==> src/rtl/syzygy_dac_spi_pkg.sv <==
`default_nettype none
// ============================================================================
//  Module      : syzygy_dac_spi_pkg
//  Description : Shared types and constants for the SYZYGY DAC SPI arbiter.
//  Revision    : 1.0 - initial release
// ============================================================================
package syzygy_dac_spi_pkg;

    localparam int SPI_REG_W              = 6;
    localparam int SPI_DATA_W             = 8;
    localparam int TIMEOUT_CYCLES_DEFAULT = 4096;

    // One transaction in flight: IDLE -> SEND -> WAIT -> DONE -> IDLE
    typedef enum logic [1:0] {
        ST_IDLE = 2'd0,
        ST_SEND = 2'd1,
        ST_WAIT = 2'd2,
        ST_DONE = 2'd3
    } state_t;

endpackage
`default_nettype wire

==> src/rtl/syzygy_dac_rr_arbiter.sv <==
`default_nettype none
// ============================================================================
//  Module      : syzygy_dac_rr_arbiter
//  Description : Two-way round-robin grant. On a tie the requester that was
//                not granted last wins; the last-grant pointer only moves when
//                a grant is actually taken. Reset favours requester 0.
//  Revision    : 1.0 - initial release
// ============================================================================
module syzygy_dac_rr_arbiter (
    input  logic       clk,
    input  logic       reset,
    input  logic [1:0] req,
    input  logic       grant_en,
    output logic       grant_any,
    output logic       grant_idx
);

    logic r_last;
    logic w_grant_idx;

    // Pick the requester: a tie goes to the one not served last
    always_comb begin
        w_grant_idx = 1'b0;
        if (req == 2'b11) begin
            w_grant_idx = ~r_last;
        end else begin
            w_grant_idx = req[1];
        end
    end

    // Last-grant pointer; reset value 1 makes requester 0 win the first tie
    always_ff @(posedge clk or posedge reset) begin
        if (reset) begin
            r_last <= 1'b1;
        end else if (grant_en && (|req)) begin
            r_last <= w_grant_idx;
        end
    end

    assign grant_any = |req;
    assign grant_idx = w_grant_idx;

endmodule
`default_nettype wire

==> src/rtl/syzygy_dac_spi_arbiter.sv <==
`default_nettype none
// ============================================================================
//  Module      : syzygy_dac_spi_arbiter
//  Description : Arbitrates the DAC init controller (0) and the host (1) onto
//                a single SPI register engine, one transaction at a time.
//                Optional WAIT watchdog enabled by macro
//                SYZYGY_DAC_SPI_TIMEOUT_EN.
//  Revision    : 1.0 - initial release
// ============================================================================
module syzygy_dac_spi_arbiter
    import syzygy_dac_spi_pkg::*;
#(
    parameter int TIMEOUT_CYCLES = TIMEOUT_CYCLES_DEFAULT,
    parameter int N_REQ          = 2
) (
    input  logic                          clk,
    input  logic                          reset,
    input  logic [N_REQ-1:0]              req_valid,
    input  logic [N_REQ*SPI_REG_W-1:0]    req_reg,
    input  logic [N_REQ*SPI_DATA_W-1:0]   req_data,
    input  logic [N_REQ-1:0]              req_rw,
    output logic [N_REQ-1:0]              req_ack,
    output logic [N_REQ-1:0]              req_done,
    output logic [SPI_DATA_W-1:0]         req_rdata,
    output logic [SPI_REG_W-1:0]          spi_reg,
    output logic [SPI_DATA_W-1:0]         spi_data_in,
    output logic                          spi_rw,
    output logic                          spi_send,
    input  logic                          spi_done,
    input  logic [SPI_DATA_W-1:0]         spi_data_out,
    output logic                          busy,
    output logic                          timeout_err,
    input  logic                          timeout_clr
);

    state_t                r_state;
    state_t                w_state_next;
    logic                  r_grant;
    logic [SPI_REG_W-1:0]  r_spi_reg;
    logic [SPI_DATA_W-1:0] r_spi_data;
    logic                  r_spi_rw;
    logic [SPI_DATA_W-1:0] r_rdata;
    logic                  w_grant_any;
    logic                  w_grant_idx;
    logic                  w_grant_take;
    logic                  w_timeout;

    syzygy_dac_rr_arbiter u_rr (
        .clk       (clk),
        .reset     (reset),
        .req       (req_valid),
        .grant_en  (r_state == ST_IDLE),
        .grant_any (w_grant_any),
        .grant_idx (w_grant_idx)
    );

    assign w_grant_take = (r_state == ST_IDLE) && w_grant_any;

`ifdef SYZYGY_DAC_SPI_TIMEOUT_EN
    localparam int                 c_cnt_w    = $clog2(TIMEOUT_CYCLES + 1);
    localparam logic [c_cnt_w-1:0] c_cnt_last = c_cnt_w'(TIMEOUT_CYCLES - 1);

    logic [c_cnt_w-1:0] r_wait_cnt;
    logic               r_timeout_err;

    // WAIT-cycle counter, cleared in SEND so it starts at 0 on WAIT entry
    always_ff @(posedge clk or posedge reset) begin
        if (reset) begin
            r_wait_cnt <= '0;
        end else if (r_state == ST_SEND) begin
            r_wait_cnt <= '0;
        end else if (r_state == ST_WAIT) begin
            r_wait_cnt <= r_wait_cnt + c_cnt_w'(1);
        end
    end

    // Completion wins over the watchdog when both land in the same cycle
    assign w_timeout = (r_state == ST_WAIT) && !spi_done && (r_wait_cnt == c_cnt_last);

    // Sticky error; a new timeout takes priority over a simultaneous clear
    always_ff @(posedge clk or posedge reset) begin
        if (reset) begin
            r_timeout_err <= 1'b0;
        end else if (w_timeout) begin
            r_timeout_err <= 1'b1;
        end else if (timeout_clr) begin
            r_timeout_err <= 1'b0;
        end
    end

    assign timeout_err = r_timeout_err;
`else
    localparam int c_unused_timeout = TIMEOUT_CYCLES;
    logic          w_unused_clr;

    assign w_unused_clr = timeout_clr;
    assign w_timeout    = 1'b0;
    assign timeout_err  = 1'b0;
`endif

    // State register
    always_ff @(posedge clk or posedge reset) begin
        if (reset) begin
            r_state <= ST_IDLE;
        end else begin
            r_state <= w_state_next;
        end
    end

    // Next-state logic
    always_comb begin
        w_state_next = r_state;
        case (r_state)
            ST_IDLE: if (w_grant_any) w_state_next = ST_SEND;
            ST_SEND: w_state_next = ST_WAIT;
            ST_WAIT: if (spi_done || w_timeout) w_state_next = ST_DONE;
            ST_DONE: w_state_next = ST_IDLE;
            default: w_state_next = ST_IDLE;
        endcase
    end

    // Latch the winner's command on grant; fields hold until the next grant
    always_ff @(posedge clk or posedge reset) begin
        if (reset) begin
            r_grant    <= 1'b0;
            r_spi_reg  <= '0;
            r_spi_data <= '0;
            r_spi_rw   <= 1'b0;
        end else if (w_grant_take) begin
            r_grant <= w_grant_idx;
            if (w_grant_idx) begin
                r_spi_reg  <= req_reg[2*SPI_REG_W-1:SPI_REG_W];
                r_spi_data <= req_data[2*SPI_DATA_W-1:SPI_DATA_W];
                r_spi_rw   <= req_rw[1];
            end else begin
                r_spi_reg  <= req_reg[SPI_REG_W-1:0];
                r_spi_data <= req_data[SPI_DATA_W-1:0];
                r_spi_rw   <= req_rw[0];
            end
        end
    end

    // Read-data capture: engine data on completion (writes too), 0xFF on timeout
    always_ff @(posedge clk or posedge reset) begin
        if (reset) begin
            r_rdata <= '0;
        end else if (r_state == ST_WAIT) begin
            if (spi_done) begin
                r_rdata <= spi_data_out;
            end else if (w_timeout) begin
                r_rdata <= 8'hFF;
            end
        end
    end

    assign spi_send    = (r_state == ST_SEND);
    assign req_ack     = {r_grant, ~r_grant} & {N_REQ{r_state == ST_SEND}};
    assign req_done    = {r_grant, ~r_grant} & {N_REQ{r_state == ST_DONE}};
    assign busy        = (r_state != ST_IDLE);
    assign spi_reg     = r_spi_reg;
    assign spi_data_in = r_spi_data;
    assign spi_rw      = r_spi_rw;
    assign req_rdata   = r_rdata;

endmodule
`default_nettype wire
==> config.mk <==
export PLATFORM = sky130hd
export DESIGN_NAME = syzygy_dac_spi_arbiter
export DESIGN_NICKNAME = d
export VERILOG_FILES = /design/src/rtl/syzygy_dac_spi_pkg.sv /design/src/rtl/syzygy_dac_rr_arbiter.sv /design/src/rtl/syzygy_dac_spi_arbiter.sv
export SDC_FILE = /design/constraint.sdc
export NUM_CORES = 1
export LEC_CHECK = 0
export ABC_AREA = 1
export CAP_MARGIN = 10
export CORE_MARGIN = 5
export CORE_UTILIZATION = 41
export CTS_BUF_LIST = sky130_fd_sc_hd__clkbuf_2 sky130_fd_sc_hd__clkbuf_4 sky130_fd_sc_hd__clkbuf_8
export DETAILED_ROUTE_END_ITERATION = 7
export GPL_ROUTABILITY_DRIVEN = 0
export PLACE_DENSITY = 0.9
export SLEW_MARGIN = 0
export SYNTH_ARGS = -nofsm -noshare
export SYNTH_HDL_FRONTEND = slang
export SYNTH_HIERARCHICAL = 1
export SYNTH_SLANG_ARGS = --single-unit
==> constraint.sdc <==
create_clock -name clk -period 1.8 [get_ports clk]
set_clock_uncertainty 0.05 [all_clocks]
set_input_delay 0.36 -clock clk [delete_from_list [all_inputs] [get_ports clk]]
set_output_delay 0.36 -clock clk [all_outputs]
set_load 0.01 [all_outputs]
==> flow_results.xml, run 1 <==
<?xml version="1.0" encoding="UTF-8"?>
<metrics>
  <group name="power_and_ir_drop">
    <metric name="static-leakage-power" unit="nW">1.18</metric>
    <metric name="power.density" unit="nW/µm²">1380</metric>
    <metric name="sw_frac_of_total" unit="%">39.2</metric>
    <metric name="peak_supply_drop" unit="V">0.00104</metric>
    <metric name="internal_power" unit="mW">1.88</metric>
    <metric name="comb_power_share" unit="%">56.8</metric>
    <metric name="power_switching" unit="mW">1.21</metric>
    <metric name="p_seq_share" unit="%">34.5</metric>
    <metric name="design_power_total" unit="mW">3.09</metric>
    <metric name="p_clk_share" unit="%">8.7</metric>
  </group>
  <group name="yosys">
    <metric name="synthTopCellsByArea" unit="">sky130_fd_sc_hd__dfrtp_1 45%, sky130_fd_sc_hd__nand2_1 29%, sky130_fd_sc_hd__nand2_2 3.9%</metric>
    <metric name="seq_area_frac_synth" unit="%">46.8</metric>
    <metric name="avgSynthCellArea" unit="µm²">7.49</metric>
    <metric name="synth_warnings" unit="">6</metric>
    <metric name="synth.most_common_cell" unit="">sky130_fd_sc_hd__nand2_1</metric>
    <metric name="ys_top_cells_by_count" unit="">112 x sky130_fd_sc_hd__nand2_1, 26 x sky130_fd_sc_hd__dfrtp_1, 12 x sky130_fd_sc_hd__inv_1, 11 x sky130_fd_sc_hd__nand3_1, 9 x sky130_fd_sc_hd__nand2_2</metric>
    <metric name="syn_inst_count" unit="">193</metric>
    <metric name="synth_enable_flop_cells" unit="">0</metric>
    <metric name="synth_fp_nets" unit="">241</metric>
    <metric name="synth-async-reset-ratio" unit="%">100</metric>
    <metric name="synth_largest_area_cell" unit="">sky130_fd_sc_hd__dfrtp_1</metric>
    <metric name="synthDistinctLibCells" unit="">19</metric>
    <metric name="synth-seq-cells" unit="">27</metric>
    <metric name="synth_top_area_share" unit="%">45.0</metric>
    <metric name="synth_top_flop_cell" unit="">sky130_fd_sc_hd__dfrtp_1</metric>
    <metric name="syn_area" unit="µm²">1450</metric>
  </group>
  <group name="drt">
    <metric name="routed_wl" unit="µm">3750</metric>
    <metric name="vias_per_cell" unit="">4.49</metric>
    <metric name="detail_route.wl_per_cell" unit="µm">11.9</metric>
    <metric name="routed-via-count" unit="">1413</metric>
    <metric name="drt.antenna.violating_nets" unit="">0</metric>
    <metric name="first_iter_violations" unit="">50</metric>
    <metric name="drtPass1Iterations" unit="">4</metric>
    <metric name="drc_errors" unit="">0</metric>
  </group>
  <group name="placed_design">
    <metric name="post-dp-hpwl" unit="µm">2920</metric>
    <metric name="port_buffers" unit="">71</metric>
  </group>
  <group name="floorplan">
    <metric name="floorplan.initialDensity" unit="%">43.0</metric>
    <metric name="fp.dieW" unit="µm">69.4</metric>
    <metric name="die_area" unit="µm²">4820</metric>
    <metric name="floorplan.die.height" unit="µm">69.4</metric>
    <metric name="core_area" unit="µm²">3360</metric>
    <metric name="io_pins" unit="">74</metric>
    <metric name="core.rowCount" unit="">21</metric>
  </group>
  <group name="grt">
    <metric name="grt_start_max_net_pins" unit="">27</metric>
    <metric name="groute.usage.overall" unit="%">15.7</metric>
    <metric name="grt_remaining_overflow" unit="">0</metric>
    <metric name="antenna_found_initial" unit="">0</metric>
    <metric name="grt_first_pass_wirelength" unit="µm">6200</metric>
    <metric name="number_of_global_route_vias_before_repair" unit="">1380</metric>
  </group>
  <group name="timing">
    <metric name="finalWorstPathRequiredPeriod" unit="ns">1.77</metric>
    <metric name="final.setup.tns" unit="ns">0</metric>
    <metric name="hold_viol" unit="">0</metric>
    <metric name="timing_max_transition_violations_final" unit="">0</metric>
    <metric name="setup_violations" unit="">0</metric>
    <metric name="rsz_0062_raised_after_global_routing" unit="">yes</metric>
    <metric name="min_period_over_period" unit="%">98.1</metric>
    <metric name="clock.fmax" unit="MHz">566</metric>
  </group>
  <group name="cells_and_area">
    <metric name="area_growth_syn_to_layout" unit="%">54.7</metric>
    <metric name="fin_nets" unit="">318</metric>
    <metric name="fill_cells" unit="">323</metric>
    <metric name="antenna-diode-count" unit="">0</metric>
    <metric name="fraction_of_layout_cells_with_a_size_suffix_above_1" unit="%">13.0</metric>
  </group>
  <group name="critical_path">
    <metric name="crit_fanout" unit="">2</metric>
    <metric name="worstSetupStartpointType" unit="">flip-flop</metric>
    <metric name="worstPathRequired" unit="ns">1.39</metric>
    <metric name="crit-reg2reg-launch" unit="">r_state[1]$_DFFE_PP0P_</metric>
    <metric name="arrival" unit="ns">1.36</metric>
    <metric name="timing.setup.critical_path_class" unit="">reg2out</metric>
    <metric name="crit_path_start" unit="">r_state[1]$_DFFE_PP0P_</metric>
    <metric name="cp-end-kind" unit="">output pin</metric>
  </group>
  <group name="clock_network">
    <metric name="cts.root.buffer_cell" unit="">sky130_fd_sc_hd__clkbuf_4</metric>
    <metric name="cts_tree" unit="">yes</metric>
    <metric name="ctsLongestPathBuffers" unit="">2</metric>
    <metric name="cts-htree-levels" unit="">1</metric>
    <metric name="worst_skew_pair.late_latency" unit="ns">0.32</metric>
    <metric name="tritoncts_num_sinks" unit="">27</metric>
    <metric name="path_clk_slew" unit="ns">0.14</metric>
    <metric name="cts_buffers" unit="">3</metric>
  </group>
  <group name="run_status">
    <metric name="run_status" unit="">complete, no violations</metric>
  </group>
  <group name="flow_run">
    <metric name="drv_cap" unit="">0</metric>
  </group>
  <group name="worst_hold_path">
    <metric name="worstHoldPathType" unit="">in2async</metric>
  </group>
</metrics>
worst max-delay path, cell delays in order (launching register included):
cell and delay [ns]:
sky130_fd_sc_hd__dfrtp_1 0.41, sky130_fd_sc_hd__buf_4 0.14, sky130_fd_sc_hd__inv_2 0.05, sky130_fd_sc_hd__ha_1 0.16
sky130_fd_sc_hd__inv_1 0.06, sky130_fd_sc_hd__clkdlybuf4s15_2 0.22
cell usage in the layout (no fill, tap or decap), types with 2 or more instances in the layout:
master	Yosys	routed
sky130_fd_sc_hd__nand2_2	9	9
sky130_fd_sc_hd__clkbuf_4	0	3
sky130_fd_sc_hd__ha_1	4	3
sky130_fd_sc_hd__buf_4	2	7
sky130_fd_sc_hd__clkbuf_2	0	2
sky130_fd_sc_hd__nor2_1	2	2
sky130_fd_sc_hd__nand2_1	112	112
sky130_fd_sc_hd__inv_2	0	2
sky130_fd_sc_hd__dfrtp_1	26	26
sky130_fd_sc_hd__buf_2	2	3
sky130_fd_sc_hd__inv_1	12	10
sky130_fd_sc_hd__clkdlybuf4s50_1	0	65
sky130_fd_sc_hd__o21ai_1	2	2
sky130_fd_sc_hd__buf_12	1	2
sky130_fd_sc_hd__nand3_1	11	11
through the flow:
stage	util [%]	instances	hold WS [ns]	instance area [µm²]	setup WS, ns
after detailed placement	65.6	308	0.407	2210	0.0328
after floorplan	-	193	0.200	1450	0.497
final	66.5	315	0.289	2240	0.0340
after global placement	65.6	308	0.405	2210	0.0623
after global routing	66.5	315	0.266	2240	-0.0570
after CTS	67.0	315	0.269	2250	-0.00552
cell type report:
type	instances	area [µm²]	share of cell area [%]
flip-flops and latches	27	677	30.3
inverters	14	62.6	2.80
multi-input cells	144	631	28.2
clock inverters	1	7.51	0.336
repair buffers	80	779	34.8
well taps	46	57.6	2.57
clock buffers	3	22.5	1.01
power groups by stage:
stage | combinational (mW) | sequential [mW] | clock (mW)
after floorplan | 0.777 | 1.18 | 0
after detailed placement | 1.76 | 1.08 | 0
after global routing | 1.94 | 1.10 | 0.308
after CTS | 1.79 | 1.06 | 0.285
final | 1.76 | 1.07 | 0.268
after global placement | 1.71 | 1.07 | 0
cells by family after synthesis:
family	Yosys count	share of synthesized area, %
simple gates	136	38.5
buf+inv	22	9.77
flops	27	46.8
fa+ha+maj	4	3.46
other cells	1	0.259
compound gates	3	1.21
repair_timing:
item                       4_1_cts  5_1_grt
hold buffers                     0        0
setup endpoints to repair        6        6
buffers inserted                 3        0
gates resized for setup         19        5
hold endpoints to repair         0        0
layer usage:
metal | global-route usage, % | wire, µm | up-vias
met3 | 5.36 | 256 | 2
li1 | - | - | 727
met1 | 17.5 | 1520 | 643
met4 | 3.04 | 9 | 0
met5 | 0 | 0 | -
met2 | 28.7 | 1970 | 41
path summary, 6_finish.rpt:
check / to / slack [ns] / cells past startpoint
worst max register to register: req_rdata[6]$_DFFE_PP0P_ / 0.25 / 6
max in group asynchronous: spi_data_in[4]$_DFFE_PP0P_ / 1.11 / 3
min in group clk: u_rr/r_last$_DFFE_PP1P_ / 0.43 / 2
worst min-delay path: u_rr/r_last$_DFFE_PP1P_ / 0.29 / 2
worst min register to register: u_rr/r_last$_DFFE_PP1P_ / 0.43 / 2
worst max-delay path: busy / 0.03 / 5
No activity file was read; power rests on OpenSTA's default activity.
==> run 2: changes to the inputs <==
Settings changed: CORE_UTILIZATION 41 to 65, DONT_BUFFER_PORTS set to 1, PLACE_DENSITY 0.9 to 0.89.
==> flow_results.xml, run 2 (synthesized netlist as in run 1, its figures left out) <==
<?xml version="1.0" encoding="UTF-8"?>
<metrics>
  <group name="run_status">
    <metric name="run_status" unit="">complete, no violations</metric>
  </group>
  <group name="critical_path">
    <metric name="r2r-end" unit="">spi_data_in[5]$_DFFE_PP0P_</metric>
    <metric name="crit-reg2reg-launch" unit="">r_state[0]$_DFFE_PP0P_</metric>
    <metric name="critical_path.n_buffers_inverters" unit="">2</metric>
    <metric name="cp-end-kind" unit="">output pin</metric>
    <metric name="worst-path-stages" unit="">4</metric>
    <metric name="timing.setup.critical_path_class" unit="">reg2out</metric>
    <metric name="arrival" unit="ns">1.29</metric>
    <metric name="crit_path_start" unit="">r_state[1]$_DFFE_PP0P_</metric>
    <metric name="crit_chain" unit="">inv_1, ha_2, inv_1, nor2_1</metric>
    <metric name="worstSetupStartpointType" unit="">flip-flop</metric>
    <metric name="r2r.worst_path.cells" unit="">6</metric>
    <metric name="worstSetupEndpoint" unit="">req_ack[0]</metric>
    <metric name="critical_path.max_stage_delay" unit="ns">0.44</metric>
    <metric name="crit_path_top_delay_cell" unit="">sky130_fd_sc_hd__dfrtp_1</metric>
    <metric name="worstPathRequired" unit="ns">1.39</metric>
    <metric name="ff2ff_setup_slack" unit="ns">0.31</metric>
    <metric name="most_repeated_library_cell_on_the_critical_path" unit="">sky130_fd_sc_hd__inv_1</metric>
    <metric name="path_delay_family" unit="">flip-flops</metric>
    <metric name="crit_fanout" unit="">4</metric>
  </group>
  <group name="clock_network">
    <metric name="cts.root.buffer_cell" unit="">sky130_fd_sc_hd__clkbuf_4</metric>
    <metric name="path_clk_slew" unit="ns">0.14</metric>
    <metric name="postCtsSetupRepairBufs" unit="">0</metric>
    <metric name="tritoncts_num_sinks" unit="">27</metric>
    <metric name="cts_buffers" unit="">3</metric>
    <metric name="worst_skew_pair.late_latency" unit="ns">0.31</metric>
    <metric name="ctsLongestPathBuffers" unit="">2</metric>
    <metric name="cts-htree-levels" unit="">1</metric>
    <metric name="cts_tree" unit="">yes</metric>
  </group>
  <group name="floorplan">
    <metric name="core_area" unit="µm²">2170</metric>
    <metric name="fp.dieW" unit="µm">57.2</metric>
    <metric name="floorplan.die.height" unit="µm">57.2</metric>
    <metric name="core.rowCount" unit="">17</metric>
    <metric name="floorplan.initialDensity" unit="%">66.7</metric>
    <metric name="io_pins" unit="">74</metric>
    <metric name="die_area" unit="µm²">3270</metric>
  </group>
  <group name="timing">
    <metric name="setup_violations" unit="">0</metric>
    <metric name="hold_viol" unit="">0</metric>
    <metric name="rsz_0062_raised_after_global_routing" unit="">no</metric>
    <metric name="clock.fmax" unit="MHz">588</metric>
    <metric name="finalWorstPathRequiredPeriod" unit="ns">1.70</metric>
    <metric name="hold_worst_slack" unit="ns">0.105</metric>
    <metric name="final.setup.tns" unit="ns">0</metric>
    <metric name="min_period_over_period" unit="%">94.6</metric>
    <metric name="timing_max_transition_violations_final" unit="">0</metric>
  </group>
  <group name="cells_and_area">
    <metric name="antenna-diode-count" unit="">0</metric>
    <metric name="final_util" unit="%">67.6</metric>
    <metric name="fin_nets" unit="">242</metric>
    <metric name="fill_cells" unit="">191</metric>
    <metric name="mostFrequentLayoutCells" unit="">112 x sky130_fd_sc_hd__nand2_1, 26 x sky130_fd_sc_hd__dfrtp_1, 12 x sky130_fd_sc_hd__inv_1, 11 x sky130_fd_sc_hd__nand3_1, 9 x sky130_fd_sc_hd__nand2_2</metric>
    <metric name="commonest_non_fill_non_tap_cell_in_the_layout" unit="">sky130_fd_sc_hd__nand2_1</metric>
    <metric name="fraction_of_layout_cells_with_a_size_suffix_above_1" unit="%">10.9</metric>
    <metric name="area_growth_syn_to_layout" unit="%">1.47</metric>
  </group>
  <group name="grt">
    <metric name="grt_first_pass_wirelength" unit="µm">5440</metric>
    <metric name="grt_remaining_overflow" unit="">0</metric>
    <metric name="grt_start_max_net_pins" unit="">27</metric>
    <metric name="groute.usage.overall" unit="%">20.6</metric>
    <metric name="number_of_global_route_vias_before_repair" unit="">1210</metric>
    <metric name="antenna_found_initial" unit="">0</metric>
  </group>
  <group name="placed_design">
    <metric name="port_buffers" unit="">0</metric>
    <metric name="post-dp-hpwl" unit="µm">2520</metric>
  </group>
  <group name="drt">
    <metric name="detail_route.wl_per_cell" unit="µm">14.6</metric>
    <metric name="drt.antenna.violating_nets" unit="">0</metric>
    <metric name="routed_wl" unit="µm">3220</metric>
    <metric name="routed-via-count" unit="">1161</metric>
    <metric name="vias_per_cell" unit="">5.25</metric>
    <metric name="first_iter_violations" unit="">58</metric>
    <metric name="drc_errors" unit="">0</metric>
    <metric name="drtPass1Iterations" unit="">4</metric>
  </group>
  <group name="flow_run">
    <metric name="drv_cap" unit="">0</metric>
  </group>
  <group name="worst_hold_path">
    <metric name="worstHoldPathType" unit="">in2reg</metric>
    <metric name="hold_crit_start" unit="">req_valid[1]</metric>
  </group>
  <group name="power_and_ir_drop">
    <metric name="static-leakage-power" unit="nW">0.870</metric>
    <metric name="peak_supply_drop" unit="V">0.000972</metric>
    <metric name="power.density" unit="nW/µm²">1630</metric>
  </group>
</metrics>
-- run 2: final cells by class --
type | instances | area (µm²) | share of cell area (%)
Tap cell | 28 | 35.0 | 2.39
Sequential cell | 27 | 677 | 46.1
Multi-Input combinational cell | 144 | 631 | 43.0
Timing Repair Buffer | 4 | 32.5 | 2.22
Inverter | 14 | 62.6 | 4.26
Clock buffer | 4 | 30.0 | 2.05
-- run 2: layer usage --
| metal | GRT usage, % | vias to the layer above | wire [µm] | part of all wire, % |
|---|---|---|---|---|
| met5 | 0 | - | 0 | 0 |
| met4 | 5.30 | 0 | 28 | 0.87 |
| met3 | 5.20 | 4 | 271 | 8.4 |
| met2 | 37.4 | 50 | 1730 | 54 |
| met1 | 24.3 | 531 | 1180 | 37 |
| li1 | - | 576 | - | - |
-- run 2: repair_timing --
| action | in CTS | in global routing |
|---|---|---|
| hold endpoints to repair | 27 | 0 |
| hold buffers | 1 | 0 |
| gates resized for setup | 0 | 1 |
| endpoints found under the setup margin | 0 | 1 |
-- run 2: worst min path at each step --
stage	to	slack, ns	cells after the start
after floorplan	u_rr/r_last$_DFFE_PP1P_	0.20	1
after global placement	u_rr/r_last$_DFFE_PP1P_	0.20	1
after detailed placement	u_rr/r_last$_DFFE_PP1P_	0.20	1
after CTS	u_rr/r_last$_DFFE_PP1P_	0.10	2
after global routing	req_rdata[7]$_DFFE_PP0P_	0.09	2
final	u_rr/r_last$_DFFE_PP1P_	0.10	2
-- run 2: power by group --
| group | leakage (nW) | switching (mW) | total, mW | internal, mW |
|---|---|---|---|---|
| Clock | 0.0184 | 0.168 | 0.269 | 0.101 |
| Sequential | 0.335 | 0.338 | 1.24 | 0.900 |
| Combinational | 0.516 | 0.587 | 0.891 | 0.304 |
-- run 2: through the flow --
| step | cells | instance area [µm²] | total power [mW] | worst slack (ns) |
|---|---|---|---|---|
| global route | 221 | 1470 | 2.63 | 0.00363 |
| detailed placement | 216 | 1430 | 2.15 | 0.327 |
| global placement | 216 | 1430 | 2.05 | 0.397 |
| CTS | 221 | 1470 | 2.42 | 0.0528 |
| floorplan | 193 | 1450 | 1.96 | 0.497 |
| finish | 221 | 1470 | 2.40 | 0.0980 |
==> run 3: changes to the inputs <==
Settings changed: CORE_UTILIZATION 65 to 58, PLACE_DENSITY 0.89 to 0.84.
Clock period 1.8 ns to 1.4 ns, I/O delays scaled along.
==> flow_results.xml, run 3 (synthesized netlist as in run 1, its figures left out) <==
<?xml version="1.0" encoding="UTF-8"?>
<metrics>
  <group name="clock_network">
    <metric name="cts-htree-levels" unit="">1</metric>
    <metric name="worst_skew_pair.late_latency" unit="ns">0.32</metric>
    <metric name="path_clk_slew" unit="ns">0.15</metric>
    <metric name="cts.root.buffer_cell" unit="">sky130_fd_sc_hd__clkbuf_4</metric>
    <metric name="tritoncts_num_sinks" unit="">27</metric>
    <metric name="ctsLongestPathBuffers" unit="">2</metric>
    <metric name="cts_buffers" unit="">3</metric>
    <metric name="cts_tree" unit="">yes</metric>
  </group>
  <group name="floorplan">
    <metric name="die_area" unit="µm²">3590</metric>
    <metric name="core.rowCount" unit="">18</metric>
    <metric name="floorplan.initialDensity" unit="%">59.5</metric>
    <metric name="floorplan.die.height" unit="µm">59.9</metric>
    <metric name="core_area" unit="µm²">2430</metric>
    <metric name="fp.dieW" unit="µm">59.9</metric>
    <metric name="io_pins" unit="">74</metric>
  </group>
  <group name="cells_and_area">
    <metric name="antenna-diode-count" unit="">0</metric>
    <metric name="fraction_of_layout_cells_with_a_size_suffix_above_1" unit="%">20.8</metric>
    <metric name="mostFrequentLayoutCells" unit="">108 x sky130_fd_sc_hd__nand2_1, 26 x sky130_fd_sc_hd__dfrtp_1, 13 x sky130_fd_sc_hd__nand2_2, 11 x sky130_fd_sc_hd__nand3_1</metric>
    <metric name="instances_no_fill" unit="">232</metric>
    <metric name="fill_cells" unit="">197</metric>
    <metric name="multiInputGateArea" unit="µm²">694</metric>
    <metric name="commonest_non_fill_non_tap_cell_in_the_layout" unit="">sky130_fd_sc_hd__nand2_1</metric>
    <metric name="fin_nets" unit="">251</metric>
    <metric name="seqCellArea" unit="µm²">677</metric>
    <metric name="area_growth_syn_to_layout" unit="%">12.8</metric>
    <metric name="final_area" unit="µm²">1630</metric>
  </group>
  <group name="critical_path">
    <metric name="worstPathRequired" unit="ns">1.07</metric>
    <metric name="r2r-end" unit="">req_rdata[1]$_DFFE_PP0P_</metric>
    <metric name="arrival" unit="ns">1.19</metric>
    <metric name="timing.setup.critical_path_class" unit="">reg2out</metric>
    <metric name="ff2ff_setup_slack" unit="ns">0.07</metric>
    <metric name="crit-reg2reg-launch" unit="">r_state[0]$_DFFE_PP0P_</metric>
    <metric name="worstSetupStartpointType" unit="">flip-flop</metric>
    <metric name="cp-end-kind" unit="">output pin</metric>
    <metric name="crit_fanout" unit="">3</metric>
    <metric name="r2r.worst_path.cells" unit="">6</metric>
  </group>
  <group name="timing">
    <metric name="hold_viol" unit="">0</metric>
    <metric name="finalWorstPathRequiredPeriod" unit="ns">1.52</metric>
    <metric name="clock.fmax" unit="MHz">659</metric>
    <metric name="rsz_0062_raised_after_global_routing" unit="">yes</metric>
    <metric name="min_period_over_period" unit="%">108</metric>
    <metric name="timing_max_transition_violations_final" unit="">0</metric>
    <metric name="final.setup.worst_slack" unit="ns">-0.118</metric>
    <metric name="setup_violations" unit="">6</metric>
    <metric name="hold_worst_slack" unit="ns">0.0136</metric>
  </group>
  <group name="drt">
    <metric name="first_iter_violations" unit="">40</metric>
    <metric name="routed-via-count" unit="">1200</metric>
    <metric name="vias_per_cell" unit="">5.17</metric>
    <metric name="routed_wl" unit="µm">3390</metric>
    <metric name="drt.antenna.violating_nets" unit="">0</metric>
    <metric name="drc_errors" unit="">0</metric>
    <metric name="detail_route.wl_per_cell" unit="µm">14.6</metric>
    <metric name="drtPass1Iterations" unit="">4</metric>
  </group>
  <group name="power_and_ir_drop">
    <metric name="power.density" unit="nW/µm²">2140</metric>
    <metric name="power_switching" unit="mW">1.59</metric>
    <metric name="comb_power_share" unit="%">45.2</metric>
    <metric name="internal_power" unit="mW">1.91</metric>
    <metric name="peak_supply_drop" unit="V">0.00156</metric>
    <metric name="sw_frac_of_total" unit="%">45.4</metric>
    <metric name="p_clk_share" unit="%">9.5</metric>
    <metric name="p_seq_share" unit="%">45.3</metric>
    <metric name="static-leakage-power" unit="nW">0.917</metric>
  </group>
  <group name="worst_hold_path">
    <metric name="timing.hold.worst_endpoint" unit="">req_rdata[0]$_DFFE_PP0P_</metric>
    <metric name="whs_path_depth" unit="">2</metric>
    <metric name="hold_crit_start" unit="">spi_data_out[0]</metric>
    <metric name="worstHoldPathType" unit="">in2reg</metric>
  </group>
  <group name="flow_run">
    <metric name="drv_cap" unit="">0</metric>
  </group>
  <group name="run_status">
    <metric name="run_status" unit="">finished with violations</metric>
    <metric name="failing_checks" unit="">setup timing</metric>
  </group>
  <group name="grt">
    <metric name="antenna_found_initial" unit="">0</metric>
    <metric name="grt_first_pass_wirelength" unit="µm">5200</metric>
    <metric name="grt_remaining_overflow" unit="">0</metric>
    <metric name="groute.usage.overall" unit="%">19.2</metric>
    <metric name="number_of_global_route_vias_before_repair" unit="">1213</metric>
    <metric name="grt_start_max_net_pins" unit="">27</metric>
  </group>
  <group name="placed_design">
    <metric name="post-dp-hpwl" unit="µm">2480</metric>
    <metric name="port_buffers" unit="">0</metric>
    <metric name="postPlaceCellArea" unit="µm²">1460</metric>
    <metric name="place_inst" unit="">222</metric>
  </group>
</metrics>
## run 3: cell count changes in the layout (fill, tap and decap cells not counted), moves of 2 or more
| cell | change |
|---|---|
| sky130_fd_sc_hd__nand2_1 | -4 |
| sky130_fd_sc_hd__ha_1 | -2 |
| sky130_fd_sc_hd__nand2_2 | +4 |
| sky130_fd_sc_hd__inv_1 | -6 |
| sky130_fd_sc_hd__buf_4 | +3 |
| sky130_fd_sc_hd__inv_2 | +5 |
| sky130_fd_sc_hd__dlygate4sd3_1 | +2 |
| sky130_fd_sc_hd__buf_6 | +4 |
| sky130_fd_sc_hd__ha_4 | +3 |
| sky130_fd_sc_hd__nor2_1 | -2 |
## run 3: power groups by stage
stage | Combinational (mW) | Sequential (mW) | Clock, mW
after floorplan | 1.00 | 1.52 | 0
after global placement | 1.14 | 1.58 | 0
after detailed placement | 1.24 | 1.59 | 0
after CTS | 1.46 | 1.58 | 0.345
after global routing | 1.79 | 1.63 | 0.374
final | 1.58 | 1.58 | 0.332
## run 3: final cells by class
class,instances,share of cell area (%)
flip-flops and latches,27,41.5
clock inverters,1,0.307
clock buffers,3,1.38
well taps,30,2.30
inverters,14,4.60
multi-input cells,144,42.6
repair buffers,13,7.36
## run 3: how the worst max path moves through the flow
stage	end	slack (ns)	cells after the start	from
2_1_floorplan	spi_data_in[0]$_DFFE_PP0P_	0.14	7	r_state[0]$_DFFE_PP0P_
3_3_place_gp	r_state[0]$_DFFE_PP0P_	0.11	7	r_state[0]$_DFFE_PP0P_
3_5_place_dp	r_state[0]$_DFFE_PP0P_	0.05	7	r_state[0]$_DFFE_PP0P_
4_1_cts	req_done[0]	-0.12	4	r_state[1]$_DFFE_PP0P_
5_1_grt	req_done[0]	-0.18	4	r_state[1]$_DFFE_PP0P_
6_report	req_done[0]	-0.12	4	r_state[1]$_DFFE_PP0P_
## run 3: critical path, cell delays in order, from the launching register on
cell	delay (ns)
sky130_fd_sc_hd__dfrtp_1	0.42
sky130_fd_sc_hd__buf_4	0.16
sky130_fd_sc_hd__ha_4	0.16
sky130_fd_sc_hd__inv_1	0.07
sky130_fd_sc_hd__nor2_2	0.05
## run 3: per-stage QoR
stage / utilization, % / setup slack [ns] / setup TNS [ns] / power (mW)
6_report: 67.1 / -0.118 / -0.622 / 3.50
2_1_floorplan: - / 0.138 / 0 / 2.52
3_3_place_gp: 59.9 / 0.110 / 0 / 2.72
3_5_place_dp: 59.9 / 0.0515 / 0 / 2.83
5_1_grt: 67.1 / -0.182 / -0.987 / 3.80
4_1_cts: 64.6 / -0.124 / -0.685 / 3.39
## run 3: timing repair
action | 4_1_cts | 5_1_grt
hold endpoints to repair | 27 | 2
gates resized for setup | 19 | 9
setup endpoints to repair | 6 | 21
pin swaps | 4 | 5
hold buffers | 1 | 2
cloned | 0 | 0
setup buffers | 2 | 2
## run 3: per-layer routing
metal  GRT usage, %  wire [µm]  up-vias
met2           35.3       1820       38
met1           20.5       1250      566
li1               -          -      594
met3           4.54        303        2
met4           8.54         14        0
met5              0          0        -
==> RTL change 1, RTL diff (flow settings as in run 1) <==
Add a define of `SYZYGY_DAC_SPI_TIMEOUT_EN`.
--- a/src/rtl/syzygy_dac_spi_arbiter.sv
+++ b/src/rtl/syzygy_dac_spi_arbiter.sv
@@ -7,6 +7,8 @@
 //                SYZYGY_DAC_SPI_TIMEOUT_EN.
 //  Revision    : 1.0 - initial release
 // ============================================================================
+`define SYZYGY_DAC_SPI_TIMEOUT_EN
+
 module syzygy_dac_spi_arbiter
     import syzygy_dac_spi_pkg::*;
 #(
Function: same outputs for any inputs over 10 cycles, from zero or initial values and one cycle with reset high; that may be too few to reach the edited logic, so the function may still have changed.
==> RTL change 1 against run 1 <==
  * Worst setup slack improved by 10 ps
  * Final area increased by 41%
  * Area after synthesis increased by 46%
  * Hold slack improved by 39 ps
  * Routed wire length increased by 46%
  * Sequential cell count increased by 14
  * Maximum frequency increased by 0.59%
  * Synthesized cell count increased by 43%
  * Total power increased by 52%
  * Cell count increased by 37%
==> RTL change 1: results (changes against run 1) <==
status: "completed"  # unchanged
worst_path_largest_cell_delay_ps: 450  # was 410 ps
vias_in_the_first_global_route: 2018  # was 1380
pin_count_of_the_biggest_net_entering_global_routing: 41  # was 27
route.detailed.vias_per_inst: 4.810  # was 4.486
cts_setup_buffers: 0  # was 3
postCtsResizedCells: 10  # was 19
finalNetCount: 410  # was 318
dpl.cell_count: 424  # was 308
synth.top_cells.by_count: "sky130_fd_sc_hd__nand2_1 (78), sky130_fd_sc_hd__dfrtp_1 (40), sky130_fd_sc_hd__a21oi_1 (37), sky130_fd_sc_hd__inv_1 (34), sky130_fd_sc_hd__nor2_1 (28)"  # was sky130_fd_sc_hd__nand2_1 (112), sky130_fd_sc_hd__dfrtp_1 (26), sky130_fd_sc_hd__inv_1 (12), sky130_fd_sc_hd__nand3_1 (11), sky130_fd_sc_hd__nand2_2 (9)
htree_levels: 2  # was 1
worst_path_top_cell_family_by_delay: "flip-flops"  # was buffers and inverters
synth_cell_type_count: 26  # was 19
globalRouteTotalUtil_pct: 17.58  # was 15.68%
power.static_leakage_nw: 1.496  # was 1.177 nW
wirelength_um: 5468  # was 3753 um
clockRootBuffer: "sky130_fd_sc_hd__clkbuf_8"  # was sky130_fd_sc_hd__clkbuf_4
synth.net_count: 325  # was 241
portBuffers: 73  # was 71
netlist_instances: 276  # was 193
global_route_wire_length_before_repair_um: 9073  # was 6196 um
final_cells: 432  # was 315
detailed_place_hpwl_um: 4200  # was 2919 um
clkSlewWorstSetupHoldPaths_ps: 80  # was 140 ps
tritoncts.num_buffers: 5  # was 3
crit-reg2reg-launch: "r_state[0]$_DFFE_PP0P_"  # was r_state[1]$_DFFE_PP0P_
worst-r2r-setup-slack_ps: 140  # was 250 ps
==> RTL change 1: cell types whose count changed after synthesis, sizes merged, moves of 8 or more <==
cell	before	now
nand2	122	82
a21oi	0	37
nor2	2	32
inv	13	34
dfrtp	26	40
nand3	11	19
==> RTL change 1: layout make-up <==
type / count / area share (%)
clock inverter: 3 / 2.069
sequential: 41 / 32.71
multi-input combinational: 194 / 30.40
clock buffer: 5 / 2.189
timing repair buffer: 85 / 25.79
tap: 70 / 2.786
inverter: 34 / 4.059
==> RTL change 1: kinds of logic after synthesis <==
logic type / Yosys count / synth area share, %
adders and majority gates: 5 / 2.955
buffers and inverters: 41 / 7.505
and+or+nand+nor: 141 / 29.37
DFF: 41 / 48.52
AOI/OAI and AO/OA: 48 / 11.64
==> RTL change 1: worst max path at each step <==
stage	end	slack, ps	cells after the start
after floorplan	r_wait_cnt[6]$_DFFE_PP0P_	250	8
after global placement	spi_reg[4]$_DFFE_PP0P_	50	5
after detailed placement	spi_data_in[0]$_DFFE_PP0P_	-3	5
after CTS	req_done[1]	0.3	5
after global routing	r_wait_cnt[6]$_DFFE_PP0P_	-20	7
final	spi_send	40	3
==> RTL change 1: power by group through the flow <==
stage	Sequential (mW)	Clock, mW	Combinational (mW)
4_1_cts	1.54	0.902	2.28
6_report	1.55	0.880	2.28
3_3_place_gp	1.54	0	2.21
5_1_grt	1.61	0.943	2.54
2_1_floorplan	1.65	0	1.02
3_5_place_dp	1.55	0	2.30
==> RTL change 1: worst reg2reg max path, delay by kind of cell, from the launching register on <==
family,cells,cell delay (ps)
compound gates,1,120
fa+ha+maj,1,370
buf+inv,2,190
flops,1,420
simple gates,3,440
==> RTL change 1: per-layer routing <==
layer | GRT usage [%] | wire length (um) | vias to the layer above
met1 | 21.38 | 2276 | 964
met2 | 29.08 | 2734 | 67
met4 | 8.306 | 101 | 0
met3 | 4.386 | 356 | 10
met5 | 0 | 0 | -
li1 | - | - | 1037
==> RTL change 1: metrics by stage <==
| step | instance area, um^2 | hold WS (ps) | util (%) | worst slack, ps |
|---|---|---|---|---|
| global route | 3144 | 337.1 | 61.96 | -17.14 |
| floorplan | 2117 | 199.7 | - | 246.7 |
| CTS | 3139 | 317.7 | 61.86 | 0.3471 |
| finish | 3144 | 328.1 | 61.96 | 44.29 |
| global placement | 3007 | 408.3 | 59.25 | 52.73 |
| detailed placement | 3007 | 410.0 | 59.25 | -3.359 |
==> RTL change 2, RTL diff (config.mk and constraints of run 1) <==
Without the edit above. `SPI_REG_W`: 6 -> 3.
--- a/src/rtl/syzygy_dac_spi_pkg.sv
+++ b/src/rtl/syzygy_dac_spi_pkg.sv
@@ -6,7 +6,7 @@
 // ============================================================================
 package syzygy_dac_spi_pkg;
 
-    localparam int SPI_REG_W              = 6;
+    localparam int SPI_REG_W              = 3;
     localparam int SPI_DATA_W             = 8;
     localparam int TIMEOUT_CYCLES_DEFAULT = 4096;
 
Ports: changed (resized req_reg and spi_reg); port bits go from 74 to 65. No check against the original RTL was run, so the function may have changed too.
==> RTL change 2 against run 1 <==
  * Final area decreased by 12%
  * Routed wire length decreased by 19%
  * Worst setup slack improved by 50 ps
  * Total power decreased by 7.8%
  * Synthesized cell count decreased by 11%
  * Sequential power decreased by 12%
  * Sequential cell count decreased by 3
  * Area after synthesis decreased by 14%
  * Highest routed layer unchanged
==> RTL change 2: results (changes against run 1) <==
ir_drop_v: 0.0007271  # was 0.001041 V
pwr.group.sequential_mw: 0.944  # was 1.07 mW
worst_path_top_cell_family_by_delay: "flip-flops"  # was buffers and inverters
worstPathArrival_ps: 1310  # was 1360 ps
dpl-instance-area_mm2: 0.001907  # was 0.002206 mm^2
worst-r2r-setup-slack_ps: 270  # was 250 ps
drt-initial-drc-count: 60  # was 50
grtUsageMet2_pct: 27.08  # was 28.71%
power.combinational.total_mw: 1.53  # was 1.76 mW
drive_above_1_share_pct: 8.368  # was 13.01%
gr-usage-met3_pct: 4.957  # was 5.362%
global_route_wire_length_before_repair_um: 4988  # was 6196 um
routed-via-count: 1208  # was 1413
fmax_ghz: 0.5828  # was 0.5663 GHz
routed-wl-met3_um: 270  # was 256 um
dpl.cell_count: 265  # was 308
yosysSeqAreaShare_pct: 48.34  # was 46.80%
cell_internal_pwr_mw: 1.820  # was 1.883 mW
setup.worst_path.end: "req_done[1]"  # was busy
vias_in_the_first_global_route: 1137  # was 1380
seqPwrFrac_pct: 33.1  # was 34.5%
status: "completed"  # unchanged
wirelength_um: 3026  # was 3753 um
globalRouteTotalUtil_pct: 14.68  # was 15.68%
grt.met1_usage_pct: 16.67  # was 17.55%
cp-startpoint: "r_state[0]$_DFFE_PP0P_"  # was r_state[1]$_DFFE_PP0P_
syn_area_per_cell_um2: 7.280  # was 7.494 um^2
wl_met1_um: 1210  # was 1516 um
fillCellCount: 261  # was 323
pin_count_of_the_biggest_net_entering_global_routing: 15  # was 27
power.static_leakage_nw: 1.063  # was 1.177 nW
synth_cell_type_count: 16  # was 19
portBuffers: 62  # was 71
wl_per_cell_um: 11.13  # was 11.91 um
finalNetCount: 282  # was 318
detailroute.wirelength.met2_um: 1537  # was 1970 um
synth.area.top_cells: "sky130_fd_sc_hd__dfrtp_1 (46%), sky130_fd_sc_hd__nand2_1 (31%), sky130_fd_sc_hd__nand3_1 (4.4%)"  # was sky130_fd_sc_hd__dfrtp_1 (45%), sky130_fd_sc_hd__nand2_1 (29%), sky130_fd_sc_hd__nand2_2 (3.9%)
detailed_place_hpwl_um: 2441  # was 2919 um
synth.top_cells.by_count: "sky130_fd_sc_hd__nand2_1 (103), sky130_fd_sc_hd__dfrtp_1 (23), sky130_fd_sc_hd__inv_1 (12), sky130_fd_sc_hd__nand3_1 (11)"  # was sky130_fd_sc_hd__nand2_1 (112), sky130_fd_sc_hd__dfrtp_1 (26), sky130_fd_sc_hd__inv_1 (12), sky130_fd_sc_hd__nand3_1 (11), sky130_fd_sc_hd__nand2_2 (9)
[RTL change 2: layout make-up]
class / instances / area [um^2] / share of cell area [%]
Timing Repair Buffer: 71 / 688.2 / 34.90
Clock inverter: 1 / 30.03 / 1.523
Multi-Input combinational cell: 126 / 535.5 / 27.16
Sequential cell: 24 / 601.8 / 30.52
Clock buffer: 3 / 22.52 / 1.142
Inverter: 14 / 52.55 / 2.665
Tap cell: 33 / 41.29 / 2.094
[RTL change 2: kinds of logic (layout without fill, tap and decap cells)]
logic type	count (synthesis)	after routing	synth area share, %
other	1	1	0.3012
DFF	24	24	48.34
buffers and inverters	21	89	8.844
adders and majority gates	4	4	4.020
AOI/OAI and AO/OA	3	3	1.407
and+or+nand+nor	118	118	37.09
[RTL change 2: timing repair]
item	CTS	global route
gates resized for setup	9	4
pin swaps	0	0
setup buffers	2	1
setup endpoints to repair	6	4
endpoints found under the hold margin	0	0
